==> config.mk <==
export PLATFORM = sky130hd
export DESIGN_NAME = lsu_ctrl
export DESIGN_NICKNAME = d
export VERILOG_FILES = /design/src/rtl/lsu_ctrl_pkg.sv /design/src/rtl/lsu_align.sv /design/src/rtl/lsu_ctrl.sv
export SDC_FILE = /design/constraint.sdc
export NUM_CORES = 1
export LEC_CHECK = 0
export ABC_CLOCK_PERIOD_IN_PS = 4030
export BUFFER_PORTS_ARGS = -buffer_cell sky130_fd_sc_hd__buf_2
export CORE_ASPECT_RATIO = 0.8
export CORE_MARGIN = 5
export CORE_UTILIZATION = 45
export CTS_BUF_LIST = sky130_fd_sc_hd__clkbuf_8 sky130_fd_sc_hd__clkbuf_16
export CTS_CLUSTER_DIAMETER = 100
export DETAILED_ROUTE_END_ITERATION = 8
export PLACE_DENSITY = 0.71
export SLEW_MARGIN = 20
export SYNTH_ARGS = -nofsm -noshare
export SYNTH_HDL_FRONTEND = slang
export SYNTH_SLANG_ARGS = --single-unit
export TNS_END_PERCENT = 50
==> constraint.sdc <==
create_clock -name i_CLK -period 4.03 [get_ports i_CLK]
set_clock_uncertainty 0.2 [all_clocks]
set_input_delay 0.2015 -clock i_CLK [delete_from_list [all_inputs] [get_ports i_CLK]]
set_output_delay 0.2015 -clock i_CLK [all_outputs]
set_load 0.01 [all_outputs]
==> src/rtl/lsu_ctrl_pkg.sv <==
// Shared definitions for the load/store unit controller: FSM states, access
// size codes, byte-enable generation and the alignment legality check.
package lsu_ctrl_pkg;

  typedef enum logic [1:0] {
    ST_IDLE = 2'b00,
    ST_REQ  = 2'b01,
    ST_RESP = 2'b10,
    ST_ERR  = 2'b11
  } lsu_state_e;

  typedef enum logic [1:0] {
    SZ_BYTE  = 2'b00,
    SZ_HALF  = 2'b01,
    SZ_WORD  = 2'b10,
    SZ_DWORD = 2'b11
  } lsu_size_e;

  // Width of the bus timeout counter; covers TMO up to 65535.
  localparam int unsigned TMO_CNT_W = 16;

  // Byte enables for an access of the given size starting at byte lane off.
  // Returned for an 8-lane bus; narrower buses keep the low lanes.
  function automatic logic [7:0] be_calc(input lsu_size_e size, input logic [2:0] off);
    logic [7:0] base;
    case (size)
      SZ_BYTE: base = 8'h01;
      SZ_HALF: base = 8'h03;
      SZ_WORD: base = 8'h0F;
      default: base = 8'hFF;
    endcase
    return base << off;
  endfunction

  // An access is illegal when the address is not a multiple of its size, or
  // when a dword is requested on a 32-bit bus.
  function automatic logic access_illegal(input lsu_size_e size, input logic [2:0] addr_lo,
                                          input logic dw64);
    logic bad;
    case (size)
      SZ_BYTE: bad = 1'b0;
      SZ_HALF: bad = addr_lo[0];
      SZ_WORD: bad = |addr_lo[1:0];
      default: bad = (|addr_lo) | ~dw64;
    endcase
    return bad;
  endfunction

endpackage

==> src/rtl/lsu_align.sv <==
// Load data alignment: shifts the addressed bytes of the bus word down to
// bit 0, keeps the access size and sign- or zero-extends to the full width.
module lsu_align
  import lsu_ctrl_pkg::*;
#(
  parameter  int DW   = 32,
  localparam int OFFW = $clog2(DW / 8)
) (
  input  logic [DW-1:0]   rdata_i,
  input  logic [OFFW-1:0] off_i,
  input  lsu_size_e       size_i,
  input  logic            uload_i,
  output logic [DW-1:0]   data_o
);

  logic [DW-1:0] shifted_s;
  logic [DW-1:0] mask_s;
  logic          sign_s;

  // Shift, keep the sized field, then fill the upper bits with zero or sign.
  always_comb begin
    shifted_s = rdata_i >> {off_i, 3'b000};
    case (size_i)
      SZ_BYTE: begin
        mask_s = DW'(8'hFF);
        sign_s = shifted_s[7];
      end
      SZ_HALF: begin
        mask_s = DW'(16'hFFFF);
        sign_s = shifted_s[15];
      end
      SZ_WORD: begin
        mask_s = DW'(32'hFFFF_FFFF);
        sign_s = shifted_s[31];
      end
      default: begin
        mask_s = {DW{1'b1}};
        sign_s = shifted_s[DW-1];
      end
    endcase
    if (uload_i || !sign_s) begin
      data_o = shifted_s & mask_s;
    end else begin
      data_o = (shifted_s & mask_s) | ~mask_s;
    end
  end

endmodule

==> src/rtl/lsu_ctrl.sv <==
// Load/store unit controller: accepts one core access at a time, checks its
// alignment, drives a request/grant bus, waits for read data on loads and
// reports completion, misalignment or bus timeout with one-cycle pulses.
module lsu_ctrl
  import lsu_ctrl_pkg::*;
#(
  parameter int DW  = 32,
  parameter int AW  = 32,
  parameter int TMO = 255
) (
  input  logic            i_CLK,
  input  logic            i_RSTn,
  input  logic [DW-1:0]   i_WDATA,
  input  logic [AW-1:0]   i_ADDR,
  input  logic            i_WE,
  input  logic            i_RE,
  input  logic [1:0]      i_HB,
  input  logic            i_ULOAD,
  output logic [DW-1:0]   o_RDATA,
  output logic            o_BUSY,
  output logic            o_DONE,
  output logic            o_MISALIGN,
  output logic            o_BUSERR,
  output logic [AW-1:0]   o_LSU_ADDR,
  output logic [DW-1:0]   o_LSU_WDATA,
  output logic [DW/8-1:0] o_LSU_BE,
  output logic            o_LSU_WE,
  output logic            o_LSU_REQ,
  input  logic            i_LSU_GNT,
  input  logic            i_LSU_RVALID,
  input  logic [DW-1:0]   i_LSU_RDATA
);

  localparam int BW   = DW / 8;
  localparam int OFFW = $clog2(BW);
  localparam logic [TMO_CNT_W-1:0] TMO_LAST = TMO_CNT_W'(TMO - 1);

  lsu_state_e           state_q, state_d;
  logic [TMO_CNT_W-1:0] cnt_q, cnt_d;

  logic          core_req_s, pulse_s, accept_s, illegal_s, timeout_s, busy_s;
  lsu_size_e     req_size_s;
  logic [2:0]    req_off_s;
  logic [7:0]    be_full_s;
  logic [DW-1:0] lane_wdata_s;
  logic [DW-1:0] fmt_s;

  logic [AW-1:0]   addr_q, addr_d;
  logic [DW-1:0]   wdata_q, wdata_d;
  logic [BW-1:0]   be_q, be_d;
  logic            we_q, we_d;
  logic            req_q, req_d;
  lsu_size_e       size_q, size_d;
  logic            uload_q, uload_d;
  logic [OFFW-1:0] off_q, off_d;
  logic [DW-1:0]   rdata_q, rdata_d;
  logic            done_q, done_d;
  logic            misalign_q, misalign_d;
  logic            buserr_q, buserr_d;

  // A request is not taken in the cycle a completion pulse is shown: the core
  // still holds the finished access there and it must not be replayed.
  assign core_req_s = i_WE | i_RE;
  assign pulse_s    = done_q | misalign_q | buserr_q;
  assign accept_s   = (state_q == ST_IDLE) & core_req_s & ~pulse_s;
  assign req_size_s = lsu_size_e'(i_HB);
  assign req_off_s  = 3'(i_ADDR[OFFW-1:0]);
  assign illegal_s  = access_illegal(req_size_s, i_ADDR[2:0], DW == 64);
  assign be_full_s  = be_calc(req_size_s, req_off_s);
  assign timeout_s  = (cnt_q == TMO_LAST);

  // Replicate the store data across every lane so the addressed lane holds it.
  always_comb begin
    lane_wdata_s = '0;
    for (int i = 0; i < BW; i++) begin
      case (req_size_s)
        SZ_BYTE: lane_wdata_s[i*8 +: 8] = i_WDATA[7:0];
        SZ_HALF: lane_wdata_s[i*8 +: 8] = i_WDATA[(i % 2)*8 +: 8];
        SZ_WORD: lane_wdata_s[i*8 +: 8] = i_WDATA[(i % 4)*8 +: 8];
        default: lane_wdata_s[i*8 +: 8] = i_WDATA[i*8 +: 8];
      endcase
    end
  end

  lsu_align #(.DW(DW)) u_align (
    .rdata_i (i_LSU_RDATA),
    .off_i   (off_q),
    .size_i  (size_q),
    .uload_i (uload_q),
    .data_o  (fmt_s)
  );

  // FSM state and timeout counter registers.
  always_ff @(posedge i_CLK or negedge i_RSTn) begin
    if (!i_RSTn) begin
      state_q <= ST_IDLE;
      cnt_q   <= '0;
    end else begin
      state_q <= state_d;
      cnt_q   <= cnt_d;
    end
  end

  // Next-state and timeout counter logic.
  always_comb begin
    state_d = state_q;
    cnt_d   = cnt_q;
    case (state_q)
      ST_IDLE: begin
        if (accept_s) begin
          if (illegal_s) begin
            state_d = ST_ERR;
          end else begin
            state_d = ST_REQ;
            cnt_d   = '0;
          end
        end else begin
          state_d = ST_IDLE;
        end
      end
      ST_REQ: begin
        if (i_LSU_GNT) begin
          state_d = we_q ? ST_IDLE : ST_RESP;
          cnt_d   = '0;
        end else if (timeout_s) begin
          state_d = ST_ERR;
          cnt_d   = cnt_q + 1'b1;
        end else begin
          cnt_d   = cnt_q + 1'b1;
        end
      end
      ST_RESP: begin
        if (i_LSU_RVALID) begin
          state_d = ST_IDLE;
        end else if (timeout_s) begin
          state_d = ST_ERR;
          cnt_d   = cnt_q + 1'b1;
        end else begin
          cnt_d   = cnt_q + 1'b1;
        end
      end
      ST_ERR:  state_d = ST_IDLE;
      default: state_d = ST_IDLE;
    endcase
  end

  // Output and datapath next values: capture on acceptance, pulses, bus request.
  always_comb begin
    done_d     = 1'b0;
    misalign_d = 1'b0;
    buserr_d   = 1'b0;
    req_d      = req_q;
    rdata_d    = rdata_q;
    addr_d     = addr_q;
    wdata_d    = wdata_q;
    be_d       = be_q;
    we_d       = we_q;
    size_d     = size_q;
    uload_d    = uload_q;
    off_d      = off_q;
    busy_s     = ~pulse_s & ((state_q != ST_IDLE) | core_req_s);
    case (state_q)
      ST_IDLE: begin
        if (accept_s) begin
          if (illegal_s) begin
            misalign_d = 1'b1;
            req_d      = 1'b0;
          end else begin
            req_d   = 1'b1;
            addr_d  = {i_ADDR[AW-1:OFFW], {OFFW{1'b0}}};
            wdata_d = lane_wdata_s;
            be_d    = be_full_s[BW-1:0];
            we_d    = i_WE;
            size_d  = req_size_s;
            uload_d = i_ULOAD;
            off_d   = i_ADDR[OFFW-1:0];
          end
        end else begin
          req_d = 1'b0;
        end
      end
      ST_REQ: begin
        if (i_LSU_GNT) begin
          req_d  = 1'b0;
          done_d = we_q;
        end else if (timeout_s) begin
          req_d    = 1'b0;
          buserr_d = 1'b1;
        end else begin
          req_d = 1'b1;
        end
      end
      ST_RESP: begin
        req_d = 1'b0;
        if (i_LSU_RVALID) begin
          rdata_d = fmt_s;
          done_d  = 1'b1;
        end else if (timeout_s) begin
          buserr_d = 1'b1;
        end else begin
          buserr_d = 1'b0;
        end
      end
      ST_ERR:  req_d = 1'b0;
      default: req_d = 1'b0;
    endcase
  end

  // Registered outputs and captured access attributes.
  always_ff @(posedge i_CLK or negedge i_RSTn) begin
    if (!i_RSTn) begin
      done_q     <= 1'b0;
      misalign_q <= 1'b0;
      buserr_q   <= 1'b0;
      req_q      <= 1'b0;
      rdata_q    <= '0;
      addr_q     <= '0;
      wdata_q    <= '0;
      be_q       <= '0;
      we_q       <= 1'b0;
      size_q     <= SZ_BYTE;
      uload_q    <= 1'b0;
      off_q      <= '0;
    end else begin
      done_q     <= done_d;
      misalign_q <= misalign_d;
      buserr_q   <= buserr_d;
      req_q      <= req_d;
      rdata_q    <= rdata_d;
      addr_q     <= addr_d;
      wdata_q    <= wdata_d;
      be_q       <= be_d;
      we_q       <= we_d;
      size_q     <= size_d;
      uload_q    <= uload_d;
      off_q      <= off_d;
    end
  end

  assign o_RDATA     = rdata_q;
  assign o_BUSY      = busy_s;
  assign o_DONE      = done_q;
  assign o_MISALIGN  = misalign_q;
  assign o_BUSERR    = buserr_q;
  assign o_LSU_ADDR  = addr_q;
  assign o_LSU_WDATA = wdata_q;
  assign o_LSU_BE    = be_q;
  assign o_LSU_WE    = we_q;
  assign o_LSU_REQ   = req_q;

endmodule

==> results of run 1 <==
## cell type report
cell class / count / area, um2
Fill cell: 993 / 4450
Sequential cell: 126 / 3150
Multi-Input combinational cell: 401 / 2680
Timing Repair Buffer: 292 / 1870
Clock buffer: 19 / 453
Tap cell: 175 / 219
Clock inverter: 13 / 118
Inverter: 5 / 18.8
## placed cells by master (no fill, tap or decap), types with 3 or more instances in the layout
| cell | count |
|---|---|
| sky130_fd_sc_hd__dlygate4sd3_1 | 80 |
| sky130_fd_sc_hd__nand3_1 | 10 |
| sky130_fd_sc_hd__clkbuf_16 | 17 |
| sky130_fd_sc_hd__dfrtp_1 | 126 |
| sky130_fd_sc_hd__nor2_1 | 44 |
| sky130_fd_sc_hd__clkinv_4 | 4 |
| sky130_fd_sc_hd__o211a_1 | 8 |
| sky130_fd_sc_hd__nand4_1 | 4 |
| sky130_fd_sc_hd__and2_1 | 5 |
| sky130_fd_sc_hd__o21ai_0 | 56 |
| sky130_fd_sc_hd__o21ai_1 | 3 |
| sky130_fd_sc_hd__buf_2 | 207 |
| sky130_fd_sc_hd__buf_4 | 5 |
| sky130_fd_sc_hd__ha_1 | 7 |
| sky130_fd_sc_hd__mux2i_1 | 40 |
| sky130_fd_sc_hd__clkinv_2 | 3 |
| sky130_fd_sc_hd__nor2b_1 | 5 |
| sky130_fd_sc_hd__o31ai_1 | 13 |
| sky130_fd_sc_hd__nand2_1 | 69 |
| sky130_fd_sc_hd__inv_1 | 5 |
| sky130_fd_sc_hd__a21oi_1 | 41 |
| sky130_fd_sc_hd__mux2_2 | 53 |
| sky130_fd_sc_hd__nor3_1 | 3 |
| sky130_fd_sc_hd__clkinvlp_4 | 5 |
## final timing paths
kind,end,startpoint
worst max-delay path,o_RDATA[20],off_q[0]
worst min-delay path,o_RDATA[2],i_LSU_RDATA[2]
worst max register to register,o_RDATA[20],off_q[0]
worst min register to register,o_LSU_WDATA[24],o_LSU_WDATA[24]
max in group asynchronous,o_RDATA[20],i_RSTn
min in group asynchronous,o_LSU_ADDR[26],i_RSTn
## worst max-delay path: cells and delay by family (launching register included)
family,cells,cell delay (ns)
compound gates,3,0.63
simple gates,2,1.05
flops,1,0.97
## power by group through the flow
stage	clock network (W)	logic (W)	registers (W)
2_1_floorplan	0	0.00123	0.00234
3_3_place_gp	0	0.00221	0.00219
3_5_place_dp	0	0.00228	0.00222
4_1_cts	0.00147	0.00235	0.00222
5_1_grt	0.00154	0.00256	0.00229
6_report	0.00145	0.00233	0.00222
## layer usage
metal / global-route usage, % / wire length [um] / part of all wire [%] / vias to the layer above
li1: - / - / - / 2567
met1: 26.7 / 7090 / 40 / 2577
met2: 38.2 / 8820 / 50 / 196
met3: 6.63 / 1050 / 5.9 / 55
met4: 10.7 / 683 / 3.9 / 0
met5: 0 / 0 / 0 / -
## cells by family (layout without fill, tap and decap cells)
logic type      Yosys count  count (layout)  synth area share, %
compound gates          141             141                 14.1
xor+xnor                  1               1                0.146
fa+ha+maj                 7               7                 1.46
buf+inv                  40             329                 3.02
flops                   126             126                 52.5
mux                      93              93                 16.6
other cells               1               2               0.0625
simple gates            157             157                 12.0
## sequential cells by signal (all words and copies together), names as in the netlist, 2 cells and up
signal / cells
o_RDATA: 32
o_LSU_WDATA: 32
cnt_q: 16
o_LSU_ADDR: 30
state_q: 2
size_q: 2
o_LSU_BE: 4
off_q: 2
## metrics by stage
step / power, W / area (um2) / setup WS (ns)
2_1_floorplan: 0.00358 / 6010 / 1.89
3_3_place_gp: 0.00440 / 7140 / 1.27
3_5_place_dp: 0.00450 / 7140 / 1.15
4_1_cts: 0.00604 / 8520 / 1.11
5_1_grt: 0.00639 / 8520 / 0.905
6_report: 0.00600 / 8520 / 1.08
## repair_timing
| item | CTS | global route |
|---|---|---|
| hold endpoints to repair | 140 | 0 |
| hold buffers | 80 | 0 |
| buffers inserted | 0 | 0 |
==> reports/qor.log, run 1 <==
INFO  sta            finalHoldWorstSlack=0.0136ns
INFO  cts            clock_insertion_delay_worst_skew=0.42ns
INFO  sta            tightest_slew=1.00ns
INFO  synth          synth_sequential_area_ratio=52.5%
INFO  cts            tritoncts=done
INFO  sta            hold_viol=0
INFO  cts            ctsRootBufferMaster=sky130_fd_sc_hd__clkbuf_16
INFO  detailed_routing vias_cell=5.23
INFO  place          post-dp-hpwl=11800um
INFO  power          internal_power=0.00378W
INFO  synth          syn_area=6000um2
INFO  outcome        status=completed
INFO  sta            setup_repair_after_global_routing_missed_its_margin=false
INFO  global_route   grt_start_max_net_pins=98
INFO  floorplan      top_level_ports=211
INFO  floorplan      row_cnt=37
INFO  sta            min_period=2.95ns
INFO  global_route   number_of_global_route_vias_before_repair=5578
INFO  critical_path  cp_slowest_cell=sky130_fd_sc_hd__dfrtp_1
INFO  place          post-place-cells=919
INFO  floorplan      die_w=139um
INFO  synth          synth_enable_flop_cells=0
INFO  critical_path  crit_type=flip-flop to flip-flop
INFO  worst_hold_path hold_path_class=input pin to flip-flop
INFO  power          total_switching_power=0.00222W
INFO  cts            cts-root-to-sink-buffers=2
INFO  finish         num_antenna_cells=0
INFO  detailed_routing dr_total_vias=5395
INFO  sta            timing.slew.headroom=33.4%
INFO  cts            clkTransAtPathRegs=0.06ns
INFO  cts            tritoncts_num_sinks=126
INFO  synth          post-synth-top-count-cell=sky130_fd_sc_hd__dfrtp_1
INFO  floorplan      die_area=15800um2
INFO  critical_path  regToRegSetupSlack=1.08ns
INFO  power          power.sequential.fraction=37.0%
INFO  power          power.density=704nW/um2
INFO  critical_path  reg2regPathDepth=5
INFO  power          ir_worst_vdd=496uV
INFO  detailed_routing drtIter0Drc=361
INFO  detailed_routing postRouteWirelength=17600um
INFO  power          combinational_share_of_power=38.9%
INFO  synth          synth.lib_cells_used.distinct=53
INFO  global_route   antenna_found_initial=0
INFO  power          cellLeakagePower=4.09nW
INFO  synth          synth_async_sr_flop_share=100%
INFO  cts            cts_resized=0
INFO  cts            cts_made_buffers=17
INFO  critical_path  critPathRequiredTime=4.16ns
INFO  synth          synth_warnings=0
INFO  synth          post-synth-top-area-fraction=52.5%
INFO  power          power.share.switching=37.0%
INFO  floorplan      chipHeight=113um
INFO  critical_path  setup.worst_path.start_class=flip-flop
INFO  finish         layoutNonFillerInstCount=1031
INFO  place          gp_congestion=0.899
INFO  critical_path  cp_max_fo=28
INFO  synth          post_synth_main_area_contributors=sky130_fd_sc_hd__dfrtp_1 53%, sky130_fd_sc_hd__mux2_2 9.9%, sky130_fd_sc_hd__mux2i_1 6.7%, sky130_fd_sc_hd__o21ai_0 4.7%, sky130_fd_sc_hd__nand2_1 4.3%
INFO  critical_path  cell_by_cell_trace_of_the_critical_path=nor2b_1 -> a2bb2oi_1 -> or4b_1 -> o211a_2 -> a21oi_1
INFO  job            timing.max_cap.violations=0
INFO  global_route   grt_overflow=0
INFO  worst_hold_path hold_depth=5
INFO  synth          synth.cells.most_frequent=126 x sky130_fd_sc_hd__dfrtp_1, 69 x sky130_fd_sc_hd__nand2_1, 56 x sky130_fd_sc_hd__o21ai_0, 53 x sky130_fd_sc_hd__mux2_2, 44 x sky130_fd_sc_hd__nor2_1
INFO  critical_path  max_stage_delay=0.97ns
INFO  synth          avgSynthCellArea=10.6um2
INFO  detailed_routing drt-pass1-iter-count=5
INFO  cts            htree_levels=4
INFO  detailed_routing ant_nets=0
INFO  floorplan      core_region_area=13000um2
INFO  detailed_routing drt-wirelength-per-cell=17.1um
INFO  synth          synth-main-ff-cell=sky130_fd_sc_hd__dfrtp_1
INFO  detailed_routing route.detailed.drc=0
INFO  sta            total_count_of_max_transition_violations_in_the_final_report=0
INFO  finish         area_delta_synth_final=41.9%
INFO  power          power.clock.fraction=24.1%
INFO  critical_path  end_kind=flip-flop
INFO  sta            final_min_period_over_clock_period=73.2%
INFO  sta            setup_violations=0
INFO  finish         finalCoreUtilization=65.7%
INFO  place          io_buffer_count=208
INFO  finish         layout-drive-gt1-share=35.6%
INFO  sta            max_clock_freq=339MHz
INFO  synth          yosys_register_bits=126
INFO  critical_path  data_arrival_at_the_endpoint_of_the_critical_path=3.08ns
INFO  finish         final_nets=955
INFO  synth          synth_cells=566
INFO  floorplan      starting_density_of_the_core=46.3%
INFO  synth          netlist.top_cell.by_area=sky130_fd_sc_hd__dfrtp_1
INFO  global_route   grt_pass1_wl=28600um
INFO  global_route   globalRouteTotalUtil=22.6%
INFO  sta            totalNegativeSetupSlack=0ns
Power figures use the tool's default switching activity.
==> run 2, diff against run 1 <==
--- a/config.mk
+++ b/config.mk
@@ -5,7 +5,8 @@
 export SDC_FILE = /design/constraint.sdc
 export NUM_CORES = 1
 export LEC_CHECK = 0
-export ABC_CLOCK_PERIOD_IN_PS = 4030
+export ABC_AREA = 1
+export ABC_CLOCK_PERIOD_IN_PS = 2400
 export BUFFER_PORTS_ARGS = -buffer_cell sky130_fd_sc_hd__buf_2
 export CORE_ASPECT_RATIO = 0.8
 export CORE_MARGIN = 5
@@ -13,7 +14,7 @@
 export CTS_BUF_LIST = sky130_fd_sc_hd__clkbuf_8 sky130_fd_sc_hd__clkbuf_16
 export CTS_CLUSTER_DIAMETER = 100
 export DETAILED_ROUTE_END_ITERATION = 8
-export PLACE_DENSITY = 0.71
+export PLACE_DENSITY = 0.74
 export SLEW_MARGIN = 20
 export SYNTH_ARGS = -nofsm -noshare
 export SYNTH_HDL_FRONTEND = slang
==> constraint.sdc (replaced) <==
create_clock -name i_CLK -period 2.4 [get_ports i_CLK]
set_clock_uncertainty 0.2 [all_clocks]
set_input_delay 0.12 -clock i_CLK [delete_from_list [all_inputs] [get_ports i_CLK]]
set_output_delay 0.12 -clock i_CLK [all_outputs]
set_load 0.01 [all_outputs]
==> run 2 against run 1 <==
Effect of this change:
- sequential cell count unchanged
- power up 84%
- critical path type unchanged
- sequential share of layout area shrank 2.5 points
- worst setup slack lost 0.92 ns
- sequential power increased by 63%
- clock power grew 90%
- synthesized cell count up 40%
- highest routed layer unchanged
- global-route usage grew 4.4 points
==> reports/qor.log, run 2 <==
INFO  critical_path  end_kind=flip-flop
INFO  sta            finalHoldWorstSlack=0.0175ns
INFO  sta            totalNegativeSetupSlack=0ns
INFO  sta            tightest_slew=0.727ns
INFO  sta            total_count_of_max_transition_violations_in_the_final_report=0
INFO  worst_hold_path hold_depth=5
INFO  synth          post_synth_main_area_contributors=sky130_fd_sc_hd__dfrtp_1 51%, sky130_fd_sc_hd__nand2_1 17%, sky130_fd_sc_hd__nor2_1 5.2%, sky130_fd_sc_hd__a21oi_1 5.0%, sky130_fd_sc_hd__nand3_1 3.8%
INFO  detailed_routing drtIter0Drc=573
INFO  finish         final_nets=1221
INFO  detailed_routing drt-pass1-iter-count=5
INFO  cts            clock_insertion_delay_worst_skew=0.41ns
INFO  critical_path  max_stage_delay=0.56ns
INFO  floorplan      die_w=141um
INFO  floorplan      core_region_area=13500um2
INFO  detailed_routing drt-wirelength-per-cell=16.7um
INFO  sta            timing.slew.headroom=51.5%
INFO  finish         n_fill_cell=1029
INFO  detailed_routing ant_nets=0
INFO  power          cellLeakagePower=4.64nW
INFO  place          gp_congestion=0.912
INFO  synth          post-synth-top-count-cell=sky130_fd_sc_hd__nand2_1
INFO  floorplan      die_area=16100um2
INFO  place          post-dp-hpwl=13400um
INFO  floorplan      starting_density_of_the_core=45.6%
INFO  floorplan      chipHeight=115um
INFO  cts            clkTransAtPathRegs=0.06ns
INFO  critical_path  worst_path_most_repeated_cell=sky130_fd_sc_hd__a21oi_1
INFO  finish         multi_input_comb_area=2650um2
INFO  cts            cts-root-to-sink-buffers=2
INFO  detailed_routing vias_cell=5.24
INFO  critical_path  reg2regPathDepth=7
INFO  detailed_routing dr_total_vias=6832
INFO  critical_path  setup.worst_path.start_class=flip-flop
INFO  synth          synth-main-ff-cell=sky130_fd_sc_hd__dfrtp_1
INFO  finish         layout.cells.most_common_list=278 x sky130_fd_sc_hd__nand2_1, 207 x sky130_fd_sc_hd__buf_2, 125 x sky130_fd_sc_hd__dfrtp_1, 109 x sky130_fd_sc_hd__dlygate4sd3_1, 85 x sky130_fd_sc_hd__nor2_1
INFO  worst_hold_path hold_path.startpoint=i_LSU_RDATA[17]
INFO  cts            cts_setup_buffers=0
INFO  synth          syn_area=6160um2
INFO  synth          synth_cells=794
INFO  critical_path  r2r_end=o_RDATA[14]
INFO  critical_path  regToRegSetupSlack=0.16ns
INFO  critical_path  cell_by_cell_trace_of_the_critical_path=inv_1 -> buf_4 -> nand2_1 -> a21oi_1 -> dlygate4sd3_1 -> nor2_1 -> a21oi_1
INFO  sta            setup_violations=0
INFO  synth          synth.cells.most_frequent=279 x sky130_fd_sc_hd__nand2_1, 126 x sky130_fd_sc_hd__dfrtp_1, 85 x sky130_fd_sc_hd__nor2_1, 61 x sky130_fd_sc_hd__a21oi_1, 47 x sky130_fd_sc_hd__nand3_1
INFO  cts            ctsRootBufferMaster=sky130_fd_sc_hd__clkbuf_16
INFO  finish         area_delta_synth_final=48.1%
INFO  synth          synth_sequential_area_ratio=51.2%
INFO  critical_path  critPathRequiredTime=2.53ns
INFO  sta            min_period=2.24ns
INFO  critical_path  worstPathBufferInverterCount=3
INFO  cts            tritoncts_num_sinks=126
INFO  sta            final_min_period_over_clock_period=93.5%
INFO  global_route   grt_start_max_net_pins=127
INFO  floorplan      top_level_ports=211
INFO  global_route   antenna_found_initial=0
INFO  power          ir_worst_vdd=753uV
INFO  critical_path  cp_max_fo=21
INFO  synth          netlist.top_cell.by_area=sky130_fd_sc_hd__dfrtp_1
INFO  sta            max_clock_freq=446MHz
INFO  critical_path  crit-reg2reg-launch=off_q[0]
INFO  cts            tritoncts=done
INFO  worst_hold_path hold_path_class=input pin to flip-flop
INFO  synth          synth.lib_cells_used.distinct=33
INFO  worst_hold_path min_to=o_RDATA[1]
INFO  place          io_buffer_count=208
INFO  cts            cts_made_buffers=17
INFO  global_route   globalRouteTotalUtil=27.0%
INFO  synth          synth_async_sr_flop_share=100%
INFO  critical_path  cp_slowest_cell=sky130_fd_sc_hd__dlygate4sd3_1
INFO  cts            htree_levels=4
INFO  critical_path  data_arrival_at_the_endpoint_of_the_critical_path=2.37ns
INFO  synth          synth_warnings=0
INFO  global_route   grt_overflow=0
INFO  global_route   number_of_global_route_vias_before_repair=6914
INFO  finish         layout-drive-gt1-share=23.8%
INFO  critical_path  worst_path_dominant_cell_family=buffers and inverters
INFO  finish         final_common_cell=sky130_fd_sc_hd__nand2_1
INFO  sta            hold_viol=0
INFO  synth          post-synth-top-area-fraction=51.2%
INFO  job            timing.max_cap.violations=0
INFO  detailed_routing postRouteWirelength=21700um
INFO  power          power.density=1210nW/um2
INFO  synth          yosys_register_bits=126
INFO  synth          synth_enable_flop_cells=0
INFO  synth          avgSynthCellArea=7.76um2
INFO  global_route   grt_pass1_wl=34900um
INFO  critical_path  worst_setup_path_startpoint=off_q[0]
INFO  critical_path  crit_type=flip-flop to flip-flop
INFO  floorplan      row_cnt=38
INFO  sta            setup_repair_after_global_routing_missed_its_margin=false
INFO  outcome        status=completed
INFO  finish         final-seq-area=3150um2
INFO  detailed_routing route.detailed.drc=0
## run 2: cell types whose count changed in the layout (fill, tap and decap cells not counted), sizes merged, moves of 38 or more
| cell | change |
|---|---|
| nand2 | +211 |
| mux2 | -53 |
| inv | +44 |
| nor2 | +43 |
| mux2i | -40 |
| nand3 | +38 |
## run 2: metrics by stage
step	util (%)	worst slack, ns	cell area [um2]	power [W]	instances
floorplan	-	0.474	6160	0.00611	795
global placement	54.7	0.240	7380	0.00779	1161
detailed placement	54.7	0.125	7380	0.00785	1161
CTS	67.4	0.102	9100	0.0109	1302
global route	67.5	0.0208	9120	0.0117	1302
finish	67.6	0.157	9120	0.0110	1304
## run 2: routing by layer
layer	up-vias	wire, um	part of all wire, %	track usage, %
li1	3196	-	-	-
met1	3174	8760	40	35.0
met2	416	10100	46	42.8
met3	46	2330	11	8.56
met4	0	580	2.7	10.0
met5	-	0	0	0
## run 2: worst max-delay path by stage
stage	end	cells after the start
floorplan	cnt_q[5]	10
global placement	o_LSU_BE[2]	9
detailed placement	o_LSU_WDATA[22]	9
CTS	o_RDATA[14]	7
global route	cnt_q[15]	8
finish	o_RDATA[14]	7
## run 2: worst reg2reg max path, stage by stage, from the launching register on
cell and delay (ns):
sky130_fd_sc_hd__dfrtp_1 0.37, sky130_fd_sc_hd__inv_1 0.31, sky130_fd_sc_hd__buf_4 0.33, sky130_fd_sc_hd__nand2_1 0.09, sky130_fd_sc_hd__a21oi_1 0.12, sky130_fd_sc_hd__dlygate4sd3_1 0.56, sky130_fd_sc_hd__nor2_1 0.04, sky130_fd_sc_hd__a21oi_1 0.15
## run 2: cell type report
cell class                 count  share of cell area (%)
sequential                   126                    34.6
timing repair buffer         333                    24.9
tap                          180                    2.47
multi-input combinational    583                    29.0
inverter                      48                    2.06
clock inverter                14                    2.10
clock buffer                  18                    4.81
antenna                        2                  0.0549
## run 2: cells by family after synthesis
family / Yosys count / synth area share, %
AO/OA/AOI/OAI: 134 / 12.2
XOR/XNOR: 5 / 0.711
adder cells (fa/ha/maj): 7 / 1.42
buffers and inverters: 86 / 6.03
flip-flops: 126 / 51.2
other: 1 / 0.0609
AND/OR/NAND/NOR: 435 / 28.4
## run 2: power by group
part	internal (W)	total (W)	switching, W
sequential	0.00303	0.00361	0.000584
clock	0.00177	0.00276	0.000994
combinational	0.00181	0.00464	0.00283
total	0.00660	0.0110	0.00441
## run 2: what timing repair did
item                                    4_1_cts  5_1_grt
hold buffers                                109        0
gates resized for setup                       0        6
hold endpoints to repair                    228        0
endpoints found under the setup margin        0       34
==> run 3, diff against run 2 <==
--- a/config.mk
+++ b/config.mk
@@ -7,7 +7,7 @@
 export LEC_CHECK = 0
 export ABC_AREA = 1
 export ABC_CLOCK_PERIOD_IN_PS = 2400
-export BUFFER_PORTS_ARGS = -buffer_cell sky130_fd_sc_hd__buf_2
+export BUFFER_PORTS_ARGS = -buffer_cell sky130_fd_sc_hd__buf_4
 export CORE_ASPECT_RATIO = 0.8
 export CORE_MARGIN = 5
 export CORE_UTILIZATION = 45
==> run 3 against run 2 <==
Effect of this change:
- count of clock-buffer cells in the layout grew 2
- register-to-register slack about the same
- sequential share of layout area is 2.4 points lower
- global-route usage increased by 1.2 points
- critical path type unchanged
- sequential power rose by 2%
- highest routed layer unchanged
- cell area is 7.3% higher
- largest cell class unchanged
==> reports/qor.log, run 3 (synthesis results as in run 2) <==
INFO  cts            clkTransAtPathRegs=0.06ns
INFO  floorplan      core_region_area=13500um2
INFO  detailed_routing postRouteWirelength=22600um
INFO  cts            cts-root-to-sink-buffers=2
INFO  place          post-dp-hpwl=14400um
INFO  cts            ctsRootBufferMaster=sky130_fd_sc_hd__clkbuf_16
INFO  sta            finalHoldWorstSlack=0.0115ns
INFO  finish         area_delta_synth_final=58.9%
INFO  global_route   antenna_found_initial=0
INFO  floorplan      chipHeight=115um
INFO  sta            min_period=2.24ns
INFO  sta            hold_viol=0
INFO  cts            htree_levels=4
INFO  critical_path  end_kind=flip-flop
INFO  critical_path  worstPathBufferInverterCount=3
INFO  sta            totalNegativeSetupSlack=0ns
INFO  finish         layout-drive-gt1-share=24.3%
INFO  detailed_routing dr_total_vias=7039
INFO  critical_path  setup.worst_path.start_class=flip-flop
INFO  sta            timing.slew.headroom=54.5%
INFO  cts            tritoncts=done
INFO  global_route   number_of_global_route_vias_before_repair=7129
INFO  cts            cts_made_buffers=17
INFO  global_route   grt_start_max_net_pins=56
INFO  global_route   globalRouteTotalUtil=28.2%
INFO  sta            setup_repair_after_global_routing_missed_its_margin=false
INFO  floorplan      die_w=141um
INFO  detailed_routing drtIter0Drc=568
INFO  finish         final_design_area_no_fill=9790um2
INFO  critical_path  cp_slowest_cell=sky130_fd_sc_hd__dlygate4sd3_1
INFO  outcome        status=completed
INFO  detailed_routing ant_nets=0
INFO  place          dpl_cell_area=7950um2
INFO  finish         n_fill_cell=1004
INFO  cts            tritoncts_num_sinks=126
INFO  sta            final_min_period_over_clock_period=93.5%
INFO  critical_path  critPathRequiredTime=2.48ns
INFO  critical_path  worst_path_most_repeated_cell=sky130_fd_sc_hd__a21oi_1
INFO  worst_hold_path hold_path_class=input pin to flip-flop
INFO  critical_path  cell_by_cell_trace_of_the_critical_path=clkinvlp_4 -> buf_4 -> o21ai_0 -> a21oi_1 -> dlygate4sd3_1 -> nor2_1 -> a21oi_1
INFO  floorplan      starting_density_of_the_core=45.6%
INFO  finish         final_nets=1233
INFO  floorplan      top_level_ports=211
INFO  critical_path  max_stage_delay=0.57ns
INFO  detailed_routing vias_cell=5.35
INFO  detailed_routing route.detailed.drc=0
INFO  critical_path  cp_max_fo=13
INFO  power          power=0.0119W
INFO  power          cellLeakagePower=4.87nW
INFO  floorplan      die_area=16100um2
INFO  floorplan      row_cnt=38
INFO  detailed_routing drt-wirelength-per-cell=17.2um
INFO  critical_path  data_arrival_at_the_endpoint_of_the_critical_path=2.32ns
INFO  place          gp_congestion=0.926
INFO  power          ir_worst_vdd=691uV
INFO  finish         layout.cells.most_common_list=278 x sky130_fd_sc_hd__nand2_1, 229 x sky130_fd_sc_hd__buf_4, 125 x sky130_fd_sc_hd__dfrtp_1, 114 x sky130_fd_sc_hd__dlygate4sd3_1, 85 x sky130_fd_sc_hd__nor2_1
INFO  finish         final_common_cell=sky130_fd_sc_hd__nand2_1
INFO  detailed_routing drt-pass1-iter-count=7
INFO  critical_path  crit_type=flip-flop to flip-flop
INFO  power          power.density=1210nW/um2
INFO  sta            total_count_of_max_transition_violations_in_the_final_report=0
INFO  global_route   grt_overflow=0
INFO  job            timing.max_cap.violations=0
INFO  sta            setup_violations=0
INFO  finish         finalCoreUtilization=72.5%
INFO  sta            tightest_slew=0.680ns
INFO  global_route   grt_pass1_wl=36200um
INFO  place          io_buffer_count=208
INFO  cts            clock_insertion_delay_worst_skew=0.42ns
INFO  critical_path  worst_path_dominant_cell_family=buffers and inverters
INFO  sta            max_clock_freq=446MHz
-- run 3: cell count changes in the layout (fill, tap and decap cells not counted), sizes merged --
cell,delta
buf,+7
dlygate4sd3,+5
inv,-3
clkbuf,+2
bufinv,+1
clkinv,-1
clkinvlp,+1
diode,-1
-- run 3: worst reg2reg max path, delay by kind of cell (launching register included) --
family / cells / cell delay, ns
buffers and inverters: 3 / 1.00
DFF: 1 / 0.53
AOI/OAI and AO/OA: 3 / 0.29
and+or+nand+nor: 1 / 0.09
-- run 3: path summary, 6_finish.rpt --
path | startpoint | end | slack [ns] | cells past startpoint
worst min-delay path | i_LSU_RDATA[26] | o_RDATA[26] | 0.01 | 5
min in group asynchronous | i_RSTn | o_LSU_WDATA[16] | 0.03 | 2
worst max-delay path | off_q[1] | o_RDATA[9] | 0.16 | 7
max in group asynchronous | i_RSTn | cnt_q[11] | 1.22 | 3
worst max register to register | off_q[1] | o_RDATA[9] | 0.16 | 7
worst min register to register | o_LSU_ADDR[6] | o_LSU_ADDR[6] | 0.28 | 2
-- run 3: where the power goes --
group          total [W]  internal [W]  switching (W)
clock network    0.00293       0.00193       0.000994
registers        0.00367       0.00303       0.000636
logic            0.00526       0.00235        0.00291
total             0.0119       0.00732        0.00454
-- run 3: repair_timing --
item	CTS	global route
gates resized for setup	0	3
setup buffers	0	2
endpoints found under the hold margin	226	0
hold buffers	114	0
endpoints found under the setup margin	0	2
-- run 3: area by class of cell --
type	count	area, um2	share of cell area [%]
Sequential cell	126	3150	32.2
Timing Repair Buffer	345	2900	29.6
Multi-Input combinational cell	583	2650	27.0
Clock buffer	20	467	4.77
Tap cell	180	225	2.30
Clock inverter	12	208	2.12
Inverter	48	186	1.90
Antenna cell	1	2.50	0.0256
-- run 3: layer usage --
metal  vias up  track usage [%]  routed length [um]
met5         -                0                   0
met4         0             12.1                 769
met3        70             7.97                2350
met2       471             46.0               10600
met1      3276             35.5                8870
li1       3222                -                   -
-- run 3: metrics by stage --
| step | setup WS, ns | std cells |
|---|---|---|
| global route | 0.00963 | 1314 |
| global placement | 0.322 | 1166 |
| floorplan | 0.474 | 795 |
| CTS | 0.0443 | 1312 |
| detailed placement | 0.252 | 1166 |
| finish | 0.156 | 1315 |
